--- src/rtl/bus_arb_pkg.sv ---
// Shared types and constants for the two-master data bus arbiter.
// Imported by data_bus_arbiter and bus_arb_watchdog.
package bus_arb_pkg;

    typedef enum logic [1:0] {
        ARB_IDLE   = 2'd0,
        ARB_GRANT0 = 2'd1,
        ARB_GRANT1 = 2'd2
    } arb_state_t;

    localparam logic [15:0] ARB_TIMEOUT_RDATA = 16'hDEAD;
    localparam int          ARB_WD_WIDTH      = 8;

endpackage

--- src/rtl/bus_arb_watchdog.sv ---
// Grant watchdog: counts cycles spent in a grant state and flags expiry.
// Only instantiated when ARB_TIMEOUT_EN is defined.
module bus_arb_watchdog
    import bus_arb_pkg::*;
#(
    parameter int TIMEOUT_CYCLES = 255
) (
    input  logic Clock,
    input  logic Reset,
    input  logic active_i,
    output logic expired_o
);

    localparam logic [ARB_WD_WIDTH-1:0] LAST =
        ARB_WD_WIDTH'(TIMEOUT_CYCLES - 1);

    logic [ARB_WD_WIDTH-1:0] cnt_q, cnt_d;

    // Count while a grant is open, restart from zero whenever idle.
    always_comb begin
        cnt_d = '0;
        if (active_i) begin
            cnt_d = cnt_q + 1'b1;
        end
    end

    // Cycle counter register.
    always_ff @(posedge Clock or posedge Reset) begin
        if (Reset) begin
            cnt_q <= '0;
        end else begin
            cnt_q <= cnt_d;
        end
    end

    assign expired_o = active_i && (cnt_q == LAST);

endmodule

--- src/rtl/data_bus_arbiter.sv ---
// Round-robin two-master arbiter for the shared data bus.
// Optional grant watchdog enabled with `define ARB_TIMEOUT_EN.
module data_bus_arbiter
    import bus_arb_pkg::*;
#(
    parameter int TIMEOUT_CYCLES = 255
) (
    input  logic        Clock,
    input  logic        Reset,
    input  logic        m0_read,
    input  logic        m0_write,
    input  logic [15:0] m0_addr,
    input  logic [15:0] m0_wdata,
    output logic [15:0] m0_rdata,
    output logic        m0_done,
    input  logic        m1_read,
    input  logic        m1_write,
    input  logic [15:0] m1_addr,
    input  logic [15:0] m1_wdata,
    output logic [15:0] m1_rdata,
    output logic        m1_done,
    output logic        s_read,
    output logic        s_write,
    output logic [15:0] s_addr,
    output logic [15:0] s_wdata,
    input  logic [15:0] s_rdata,
    input  logic        s_done,
    output logic        err_timeout
);

    if (TIMEOUT_CYCLES < 1 || TIMEOUT_CYCLES > 255) begin : g_bad_timeout
        $error("TIMEOUT_CYCLES must be within 1..255");
    end

    arb_state_t  state_q, state_d;
    logic        ptr_q, ptr_d;
    logic        req0, req1;
    logic        sel1, granted, own_req;
    logic        wd_expired, tmo_fire;
    logic        own_done;
    logic [15:0] own_rdata;

    assign req0    = m0_read | m0_write;
    assign req1    = m1_read | m1_write;
    assign sel1    = (state_q == ARB_GRANT1);
    assign granted = (state_q != ARB_IDLE);
    assign own_req = sel1 ? req1 : req0;

    // A real done always beats an expiring watchdog.
    assign tmo_fire = granted && own_req && !s_done && wd_expired;

`ifdef ARB_TIMEOUT_EN
    logic err_q;

    bus_arb_watchdog #(
        .TIMEOUT_CYCLES(TIMEOUT_CYCLES)
    ) u_wd (
        .Clock    (Clock),
        .Reset    (Reset),
        .active_i (granted),
        .expired_o(wd_expired)
    );

    // Sticky timeout flag, cleared only by reset.
    always_ff @(posedge Clock or posedge Reset) begin
        if (Reset) begin
            err_q <= 1'b0;
        end else if (tmo_fire) begin
            err_q <= 1'b1;
        end
    end

    assign err_timeout = err_q;
`else
    assign wd_expired  = 1'b0;
    assign err_timeout = 1'b0;
`endif

    // Grant FSM next state, pointer update and bus/master muxes.
    always_comb begin
        state_d   = state_q;
        ptr_d     = ptr_q;
        s_read    = 1'b0;
        s_write   = 1'b0;
        s_addr    = '0;
        s_wdata   = '0;
        m0_done   = 1'b0;
        m1_done   = 1'b0;
        m0_rdata  = '0;
        m1_rdata  = '0;
        own_done  = 1'b0;
        own_rdata = s_rdata;
        unique case (state_q)
            ARB_IDLE: begin
                if (req0 && req1) begin
                    state_d = ptr_q ? ARB_GRANT1 : ARB_GRANT0;
                end else if (req0) begin
                    state_d = ARB_GRANT0;
                end else if (req1) begin
                    state_d = ARB_GRANT1;
                end
            end
            ARB_GRANT0, ARB_GRANT1: begin
                s_read  = sel1 ? m1_read  : m0_read;
                s_write = sel1 ? m1_write : m0_write;
                s_addr  = sel1 ? m1_addr  : m0_addr;
                s_wdata = sel1 ? m1_wdata : m0_wdata;
                if (!own_req) begin
                    // Abandoned grant keeps the pointer where it was.
                    state_d = ARB_IDLE;
                end else if (s_done) begin
                    own_done = 1'b1;
                    state_d  = ARB_IDLE;
                    ptr_d    = !sel1;
                end else if (tmo_fire) begin
                    own_done  = 1'b1;
                    own_rdata = ARB_TIMEOUT_RDATA;
                    state_d   = ARB_IDLE;
                    ptr_d     = !sel1;
                end
                if (sel1) begin
                    m1_done  = own_done;
                    m1_rdata = own_rdata;
                end else begin
                    m0_done  = own_done;
                    m0_rdata = own_rdata;
                end
            end
            default: state_d = ARB_IDLE;
        endcase
    end

    // State and round-robin pointer registers.
    always_ff @(posedge Clock or posedge Reset) begin
        if (Reset) begin
            state_q <= ARB_IDLE;
            ptr_q   <= 1'b0;
        end else begin
            state_q <= state_d;
            ptr_q   <= ptr_d;
        end
    end

endmodule

--- config.mk ---
export PLATFORM = sky130hd
export DESIGN_NAME = data_bus_arbiter
export DESIGN_NICKNAME = d
export VERILOG_FILES = /design/src/rtl/bus_arb_pkg.sv /design/src/rtl/bus_arb_watchdog.sv /design/src/rtl/data_bus_arbiter.sv
export SDC_FILE = /design/constraint.sdc
export NUM_CORES = 1
export LEC_CHECK = 0
export CAP_MARGIN = 15
export CORE_UTILIZATION = 25
export CTS_CLUSTER_DIAMETER = 40
export DETAILED_ROUTE_END_ITERATION = 10
export GPL_TIMING_DRIVEN = 0
export PLACE_DENSITY = 0.84
export SETUP_SLACK_MARGIN = 0.02
export SYNTH_ARGS = -nofsm -noshare
export SYNTH_HDL_FRONTEND = slang
export SYNTH_SLANG_ARGS = --single-unit
--- constraint.sdc ---
create_clock -name Clock -period 3.1 [get_ports Clock]
set_input_delay 0.62 -clock Clock [delete_from_list [all_inputs] [get_ports Clock]]
set_output_delay 0.62 -clock Clock [all_outputs]
set_load 0.02 [all_outputs]
==> impl_metrics.json <==
{
  "post_synth_cell_types": 26,
  "hold_viol_final": 0,
  "timing.critical_path.from_type": "primary input",
  "critPathCaptureType": "output pin",
  "antenna_left": 0,
  "drt-pass1-iter-count": 4,
  "grt_max_degree": 11,
  "die_footprint_sq_um": 4330,
  "switching_portion_of_total_power_pct": 50.1,
  "cts_max_level": 1,
  "yosysSeqAreaShare_pct": 7.38,
  "layout-drive-gt1-share_pct": 4.30,
  "num_io_pins": 156,
  "setup_repair_after_global_routing_missed_its_margin": "false",
  "fmax_ghz": 0.339,
  "synthesis.nets": 235,
  "summed_instance_area_of_the_synthesized_netlist_sq_um": 1020,
  "power.sequential.fraction_pct": 2.7,
  "worst-endpoint-arrival_ps": 2330,
  "worst_r2r_path_depth": 5,
  "floorplan.die.height_um": 65.8,
  "ir_drop_mv": 0.554,
  "finish.instance_area_sq_um": 2660,
  "fin_nets": 393,
  "synth_warnings": 0,
  "p_leak_uw": 0.00105,
  "cts_post_setup_buffers_inserted": 0,
  "clock_power_share_pct": 4.1,
  "fin_skew_ps": 2.19,
  "syn_area_per_cell_sq_um": 7.02,
  "r2r-start": "state_q[0]",
  "clock_tree.buffer_depth": 2,
  "reg2reg_setup_slack_ps": 1470,
  "detailed_place_hpwl_um": 4000,
  "synth_register_bits": 3,
  "grt-ovfl-total": 0,
  "cts.hold.buffers_added": 0,
  "total_negative_slack_ps": 0,
  "critPathKind": "primary input to output pin",
  "drv_cap": 0,
  "path_max_fanout": 5,
  "resized_after_cts": 0,
  "starting_density_of_the_core_pct": 27.0,
  "dr_total_vias": 1551,
  "worstSkewPairLatency_ps": 210,
  "route.detailed.wl_per_inst_um": 13.3,
  "post_dp_cell_area_sq_um": 2620,
  "grt_antenna_before_repair": 0,
  "comb_power_share_pct": 93.2,
  "p_sw_uw": 1360,
  "internal_power_uw": 1360,
  "grt_total_usage_pct": 19.6,
  "syn-instance-count": 145,
  "power-per-cell-area_nw_per_um2": 1020,
  "r2r-end": "state_q[0]",
  "rows": 22,
  "die_w_um": 65.8,
  "tritoncts.num_buffers": 3,
  "run_status": "completed",
  "reg_clk_slew_reported_paths_ps": 30,
  "setup_viol": 0,
  "tritoncts": "yes",
  "drtIter0Drc": 44,
  "detail_route.vias_per_cell": 4.43,
  "grt_pass1_wl_um": 6690,
  "clockRootBuffer": "sky130_fd_sc_hd__clkbuf_8",
  "num_antenna_cells": 0,
  "crit_required_ps": 2480,
  "routed_wl_um": 4660,
  "clock-sinks": 3,
  "core_region_area_sq_um": 3770,
  "min-delay-path-class": "primary input to async pin",
  "gp_routability_congestion": 0.774,
  "remaining_routing_drc_violations": 0,
  "layout-area-overhead-vs-synth_pct": 162,
  "buffer_ports.inserted": 154,
  "grt_pass1_vias": 1436,
  "finalCriticalPeriod_ps": 2950,
  "final.period_utilization_pct": 95.2,
  "final-max-slew-violation-count": 0
}
[metal layers]
layer,vias to the layer above,track usage (%),share of wire (%)
met2,57,39.4,55
met3,2,2.93,6.8
met5,-,0,0
li1,799,-,-
met1,693,20.9,37
met4,0,4.35,0.58
[state kept, by name, indices dropped and copies added, names as in the netlist]
name and flops:
state_q 2, ptr_q 1
[critical path, cell delays in order]
cell	delay (ps)
sky130_fd_sc_hd__clkdlybuf4s50_1	560
sky130_fd_sc_hd__nor3b_1	110
sky130_fd_sc_hd__nor4_1	370
sky130_fd_sc_hd__clkdlybuf4s50_1	680
[kinds of logic after synthesis]
| kind of cell | Yosys count | share of synthesized area (%) |
|---|---|---|
| AOI/OAI and AO/OA | 10 | 8.24 |
| adders and majority gates | 3 | 3.69 |
| buffers and inverters | 17 | 8.00 |
| DFF | 3 | 7.38 |
| muxes | 34 | 33.5 |
| other | 1 | 0.369 |
| and+or+nand+nor | 77 | 38.9 |
[Yosys cell counts (all sizes together)]
cell / count / area [sq um]
ha: 3 / 37.5
o41ai: 1 / 16.3
or3: 1 / 6.26
clkbuf: 2 / 7.51
nand2: 1 / 3.75
o21a: 1 / 7.51
o22ai: 2 / 12.5
and2: 32 / 200
inv: 6 / 22.5
a21oi: 1 / 5.00
o21ba: 1 / 10.0
nor3b: 2 / 15.0
nand4: 2 / 12.5
nor4: 1 / 6.26
o2111ai: 2 / 17.5
o211ai: 2 / 15.0
mux2i: 34 / 340
nor2: 37 / 146
nor3: 1 / 5.00
dfrtp: 3 / 75.1
buf: 9 / 51.3
conb: 1 / 3.75
[area by class of cell]
| cell class | instances | area [sq um] |
|---|---|---|
| flip-flops and latches | 3 | 75.1 |
| plain buffers | 10 | 55.1 |
| inverters | 6 | 22.5 |
| clock buffers | 4 | 45.0 |
| fillers | 313 | 1110 |
| repair buffers | 154 | 1540 |
| multi-input cells | 125 | 861 |
| well taps | 48 | 60.1 |
[how the worst max path moves through the flow]
stage / from / cells past startpoint / to / slack (ps)
after floorplan: state_q[0] / 5 / m0_done / 830
after detailed placement: m1_read / 4 / m0_done / 190
after global routing: m1_read / 4 / m0_done / 50
after CTS: state_q[0] / 7 / m0_rdata[12] / 50
final: m1_read / 4 / m0_done / 150
after global placement: m1_read / 4 / m0_done / 200
[power groups by stage]
stage / logic (uW) / clock network (uW) / registers, uW
2_1_floorplan: 1420 / 0 / 69.1
3_5_place_dp: 2560 / 0 / 73.6
4_1_cts: 2570 / 117 / 73.2
5_1_grt: 2680 / 117 / 75.8
3_3_place_gp: 2540 / 0 / 71.5
6_report: 2530 / 113 / 73.8
[placed cells by master (no fill, tap or decap), drive strengths merged]
master	n
nor4	1
nand2	1
or3	1
o22ai	2
o41ai	1
o21a	1
a21oi	1
o21ba	1
conb	1
nor3	1
nor3b	2
nor2	37
inv	6
mux2i	34
ha	3
dfrtp	3
clkbuf	5
clkdlybuf4s50	154
o211ai	2
o2111ai	2
nand4	2
and2	32
buf	9
[stage by stage]
step / total power [uW] / instances / util [%] / hold slack, ps / setup slack [ps]
after CTS: 2760 / 351 / 70.6 / 570 / 54.6
after global routing: 2870 / 350 / 70.5 / 588 / 47.8
final: 2720 / 350 / 70.5 / 571 / 150
after floorplan: 1490 / 145 / - / 374 / 828
after global placement: 2610 / 347 / 69.4 / 526 / 202
after detailed placement: 2630 / 347 / 69.4 / 571 / 195
Note: power is estimated with default switching activity, not from simulation.
==> RTL edit 1, RTL diff (same settings) <==
The option `ARB_TIMEOUT_EN` is turned on by a define.
--- a/src/rtl/data_bus_arbiter.sv
+++ b/src/rtl/data_bus_arbiter.sv
@@ -1,5 +1,7 @@
 // Round-robin two-master arbiter for the shared data bus.
 // Optional grant watchdog enabled with `define ARB_TIMEOUT_EN.
+`define ARB_TIMEOUT_EN
+
 module data_bus_arbiter
     import bus_arb_pkg::*;
 #(
Check against the original RTL: no difference found for any inputs over 10 cycles, from zero or initial values and one cycle with Reset high; that may be too few to reach the edited logic, so the function may still have changed.
==> RTL edit 1 against the unedited design <==
- fmax down 2.4%
- sequential share of layout area grew 6.4 points
- wire length is 26% higher
- sequential cell count is 9 higher
- total power fell by 3.8%
- setup slack lost 0.072 ns
- count of clock-buffer cells in the layout stayed put
- register-to-register slack got worse by 0.15 ns
- hold slack lost 0.093 ns
- synthesized area is 51% higher
- cell area is 22% higher
- non-clock buffer count rose by 6
- critical endpoint is now s_wdata[8]
- die area is 50% higher
==> RTL edit 1: results (changes against the unedited design) <==
| Metric | Value |
|---|---|
| Critical path arrival | `2.40 ns (+0.07 ns)` |
| Fraction of layout instances using a drive strength above 1 | `6.706% (+2.4 points)` |
| Starting DRT DRC Count | `53 (+20%)` |
| Hold Startpoint | `err_timeout` |
| Post-Syn Nets | `276 (+17%)` |
| Worst hold path depth | `1` |
| P_leak | `1.516 nW (+45%)` |
| Final #Nets | `435 (+11%)` |
| Worst-case clock skew | `0.005262 ns (+0.003070 ns)` |
| DP Wirelength | `4873 um (+22%)` |
| Peak supply drop | `0.5289 mV (-4.5%)` |
| Top post-synthesis cells by count | `nor2b_1, mux2i_1, o21a_1` |
| Leading register cell type out of synthesis | `dfrtp_1` |
| Final GP Congestion | `0.8597 (+11%)` |
| Clk Latency, worst-skew pair | `0.25 ns (+0.04 ns)` |
| First-pass GRT wire length | `8832 um (+32%)` |
| Met2 Usage GRT | `32.63% (-6.8 points)` |
| Worst-path clk slew | `0.06 ns (+0.03 ns)` |
| Fillers | `563 (+80%)` |
| Hold Slack | `0.4777 ns (-0.09301 ns)` |
| Crit Reg-Reg Startpoint | `state_q[0]` |
| CP Max Fanout | `10 (+5)` |
| Outcome | `finished clean` |
| Worst R2R Setup Slack | `1.32 ns (-0.15 ns)` |
| Via density | `4.720 (+6.5%)` |
| Routed length per placed instance | `14.04 um (+5.4%)` |
| Pin count of the biggest net entering global routing | `13 (+2)` |
| GRT met1 Usage | `19.58% (-1.3 points)` |
| Root buffer cell | `clkbuf_8` |
| Pre-antenna DRT Iters | `4 (unchanged)` |
| Gr usage total | `17.14% (-2.5 points)` |
| Port bufs | `155 (+0.65%)` |
| RR Endpoint | `state_q[1]` |
| Reg2Reg Depth | `6 (+1)` |
| Top Registers | `u_wd.cnt_q (8), state_q (2)` |
| Vias in the first global route | `1,900 (+32%)` |
| Min-delay worst type | `flop to flop` |
| Sequential-to-total area share from yosys stat | `19.51% (+12 points)` |
| Routing usage on met3 | `2.955% (+0.024 points)` |
| Synth area leaders | `mux2i_1, dfrtp_1, nor2b_1` |
| Synth cell types | `30 (+15%)` |
[RTL edit 1: changes by cell type in the layout (fill, tap and decap cells not counted), moves of 3 or more]
cell | unedited run | this run
and3_1 | 0 | 12
clkdlybuf4s50_1 | 154 | 118
dlymetal6s2s_1 | 0 | 3
nor2_1 | 36 | 7
nor2b_1 | 0 | 35
nand2_1 | 1 | 4
and2_1 | 32 | 2
clkbuf_2 | 0 | 5
nand3_1 | 0 | 3
dfrtp_1 | 3 | 12
dlygate4sd2_1 | 0 | 33
o21a_1 | 1 | 22
[RTL edit 1: layer usage]
metal	vias to the layer above	wire length, um
met5	-	0
met4	0	48
met3	5	530
met2	106	3066
met1	892	2221
li1	970	-
[RTL edit 1: power breakdown]
group	switching, mW	leakage, nW	total, mW	internal, mW
clock	0.0649	0.0288	0.178	0.113
combinational	1.16	1.33	2.22	1.07
sequential	0.0302	0.159	0.218	0.188
total	1.25	1.52	2.62	1.37
[RTL edit 1: how the worst max path moves through the flow]
stage,start,endpoint,slack (ns),cells past startpoint
finish,state_q[1],s_wdata[8],0.08,6
floorplan,state_q[0],m0_rdata[0],0.79,7
global route,state_q[1],s_addr[10],-0.06,6
global placement,m1_write,m1_rdata[2],-0.26,7
CTS,m1_write,m0_done,0.03,6
detailed placement,m1_write,m0_rdata[0],-0.31,7
[RTL edit 1: timing repair]
action,4_1_cts,5_1_grt
gates resized for setup,44,10
buffers inserted,0,0
hold buffers,0,0
setup endpoints to repair,64,60
[RTL edit 1: cell type report]
class	instances	area (um2)	share of cell area, %
repair buffers	155	1518	46.85
inverters	6	22.52	0.6952
flip-flops and latches	12	300.3	9.270
clock buffers	4	55.05	1.699
multi-input cells	151	1160	35.81
plain buffers	15	90.09	2.781
well taps	75	93.84	2.897
[RTL edit 1: critical path: stages, from the launching register on]
cell	delay, ns
dfrtp_1	0.40
inv_1	0.06
ha_1	0.33
clkbuf_2	0.23
buf_1	0.32
nor2b_1	0.19
clkdlybuf4s50_1	0.62
[RTL edit 1: per-stage QoR]
step / instance area, um2 / setup slack, ns / std cells / utilization, % / TNS [ns]
finish: 3239 / 0.07840 / 418 / 54.71 / 0
floorplan: 1539 / 0.7876 / 185 / - / 0
global route: 3239 / -0.05720 / 418 / 54.71 / -0.5656
detailed placement: 3184 / -0.3103 / 415 / 53.78 / -8.863
global placement: 3184 / -0.2577 / 415 / 53.78 / -6.976
CTS: 3218 / 0.02720 / 419 / 54.35 / 0
[RTL edit 1: cell families after synthesis]
family	synth area share (%)
compound gates	16.10
fa+ha+maj	3.252
mux	22.76
flops	19.51
xor+xnor	2.277
buf+inv	6.666
simple gates	29.43
==> RTL edit 2, RTL diff (same flow settings) <==
Made on the original files. The 3 states of `arb_state_t` get a one-hot encoding in 3 bits.
--- a/src/rtl/bus_arb_pkg.sv
+++ b/src/rtl/bus_arb_pkg.sv
@@ -2,10 +2,10 @@
 // Imported by data_bus_arbiter and bus_arb_watchdog.
 package bus_arb_pkg;
 
-    typedef enum logic [1:0] {
-        ARB_IDLE   = 2'd0,
-        ARB_GRANT0 = 2'd1,
-        ARB_GRANT1 = 2'd2
+    typedef enum logic [2:0] {
+        ARB_IDLE   = 3'b001,
+        ARB_GRANT0 = 3'b010,
+        ARB_GRANT1 = 3'b100
     } arb_state_t;
 
     localparam logic [15:0] ARB_TIMEOUT_RDATA = 16'hDEAD;
Formal check against the unedited RTL: same outputs for any inputs over 10 cycles, from zero or initial values and one cycle with Reset high; not proved beyond that.
==> RTL edit 2 against the unedited design <==
- sequential cell count rose by 1
- setup slack improved by 0.14 ns
- die area is 20% lower
- first-iteration DRC count rose by 27%
- wire length fell by 11%
- non-clock buffer count grew 1
- cell area fell by 8.7%
- synthesized area is 21% lower
- critical path type is now flop to output port
Power is not compared: it rests on default switching activity, and its combinational part moved more than twofold at a synthesized area within 25%.
==> RTL edit 2: results (changes against the unedited design) <==
| Metric | Value |
|---|---|
| Worst R2R Setup Slack | `1.83 ns (+0.36 ns)` |
| Number of CTS-inserted buffers | `3 (unchanged)` |
| CP max stage delay | `0.61 ns (-0.07 ns)` |
| Peak supply drop | `approximately 0.25 mV` |
| Starting DRT DRC Count | `56 (+27%)` |
| Pre-antenna DRT Iters | `4 (unchanged)` |
| Placed Area | `2402 um2 (-8.3%)` |
| Worst-path clk slew | `0.05 ns (+0.02 ns)` |
| H-tree Lvls | `1 (unchanged)` |
| Leading register cell type out of synthesis | `dfrtp_1` |
| Pin count of the biggest net entering global routing | `11 (unchanged)` |
| Gr usage total | `22.33% (+2.7 points)` |
| Final #Nets | `350 (-11%)` |
| Top Registers | `state_q (3), ptr_q (1)` |
| Crit-path slowest cell | `clkdlybuf4s50_1` |
| Synth area leaders | `a22o_1, and2_1, dfrtp_1` |
| Critical path arrival | `2.19 ns (-0.14 ns)` |
| Post-CTS sizing | `0 (unchanged)` |
| Top post-synthesis cells by count | `a22o_1, and2_1, buf_2` |
| CP Max Fanout | `10 (+5)` |
| Min-delay worst type | `input port to asynchronous set/reset pin` |
| Internal | `661.9 uW` |
| Syn. warnings | `0 (unchanged)` |
| Post-synth top area cell | `a22o_1` |
| Diodes inserted | `0 (unchanged)` |
| Outcome | `finished clean` |
| Post-Syn Nets | `191 (-19%)` |
| Routed length per placed instance | `13.63 um (+2.4%)` |
| Async set-reset flop share out of synthesis | `100.0% (unchanged)` |
| Sequential-to-total area share from yosys stat | `12.58% (+5.2 points)` |
| Max Buffers Root-to-Sink | `2 (unchanged)` |
| Root buffer cell | `clkbuf_4` |
| DP Wirelength | `3513 um (-12%)` |
| Vias | `1,432 (-7.7%)` |
| Synth cell types | `19 (-27%)` |
| Fillers | `244 (-22%)` |
| Fraction of layout instances using a drive strength above 1 | `5.725% (+1.4 points)` |
| Worst-case clock skew | `0.008570 ns (+0.006378 ns)` |
| Vias in the first global route | `1,309 (-8.8%)` |
| Port bufs | `154 (unchanged)` |
| Final GP Congestion | `0.7590 (-1.9%)` |
| Initial antenna violation count | `0 (unchanged)` |
| # Post-CTS Setup Buffers | `0 (unchanged)` |
| Clk Latency, worst-skew pair | `0.25 ns (+0.04 ns)` |
| P_leak | `0.9583 nW` |
| First-pass GRT wire length | `5920 um (-12%)` |
[RTL edit 2: changes by cell type after synthesis, sizes merged, moves of 3 or more]
cell | before | now
inv | 6 | 3
a22o | 0 | 34
nor2 | 37 | 2
mux2i | 34 | 0
ha | 3 | 0
[RTL edit 2: final timing paths]
| check | end | cells past startpoint | start |
|---|---|---|---|
| setup / recovery | m0_rdata[11] | 4 | state_q[1] |
| hold / removal | ptr_q | 2 | Reset |
| setup reg to reg | ptr_q | 3 | state_q[1] |
| hold reg to reg | state_q[1] | 1 | state_q[2] |
| max in group asynchronous | state_q[0] | 2 | Reset |
| min in group Clock | state_q[1] | 1 | state_q[2] |
[RTL edit 2: per-stage QoR]
step	utilization, %	hold slack, ns	setup WS (ns)	cells
finish	79.55	0.5605	0.2864	306
global route	79.55	0.5895	0.1303	306
CTS	79.55	0.5593	0.2772	306
floorplan	-	0.3854	1.315	104
global placement	78.69	0.5347	0.4083	302
detailed placement	78.69	0.5509	0.4066	302
[RTL edit 2: kinds of logic (layout without fill, tap and decap cells)]
kind of cell           after synthesis  after routing  share of synthesized area, %
buffers and inverters               14            172                         8.231
flip-flops                           4              4                         12.58
other                                1              1                        0.4654
AND/OR/NAND/NOR                     45             45                         36.65
AO/OA/AOI/OAI                       40             40                         42.08
[RTL edit 2: power by group through the flow]
stage          Combinational, mW  Clock, mW  Sequential, mW
2_1_floorplan              0.510          0           0.109
4_1_cts                    0.994     0.0778           0.118
3_5_place_dp               0.991          0           0.120
3_3_place_gp               0.983          0           0.118
6_report                   0.987     0.0757           0.119
5_1_grt                     1.05     0.0802           0.125
[RTL edit 2: worst max-delay path: cells and delay by family (launching register included)]
kind                   cells  cell delay [ns]
AND/OR/NAND/NOR            2             0.57
flip-flops                 1             0.44
buffers and inverters      2             0.93
[RTL edit 2: routing by layer]
| metal | up-vias | wire (um) | part of all wire, % | GRT usage (%) |
|---|---|---|---|---|
| li1 | 706 | - | - | - |
| met2 | 94 | 2158 | 52 | 41.23 |
| met5 | - | 0 | 0 | 0 |
| met3 | 5 | 393 | 9.4 | 3.956 |
| met1 | 627 | 1574 | 38 | 25.80 |
| met4 | 0 | 44 | 1.1 | 7.143 |
[RTL edit 2: cell type report]
class	count	area, um2	area share (%)
Clock buffer	4	26.28	1.082
Inverter	3	11.26	0.4637
Timing Repair Buffer	154	1541	63.47
Buffer	11	55.05	2.267
Multi-Input combinational cell	86	638.1	26.28
Tap cell	44	55.05	2.267
Sequential cell	4	101.3	4.173
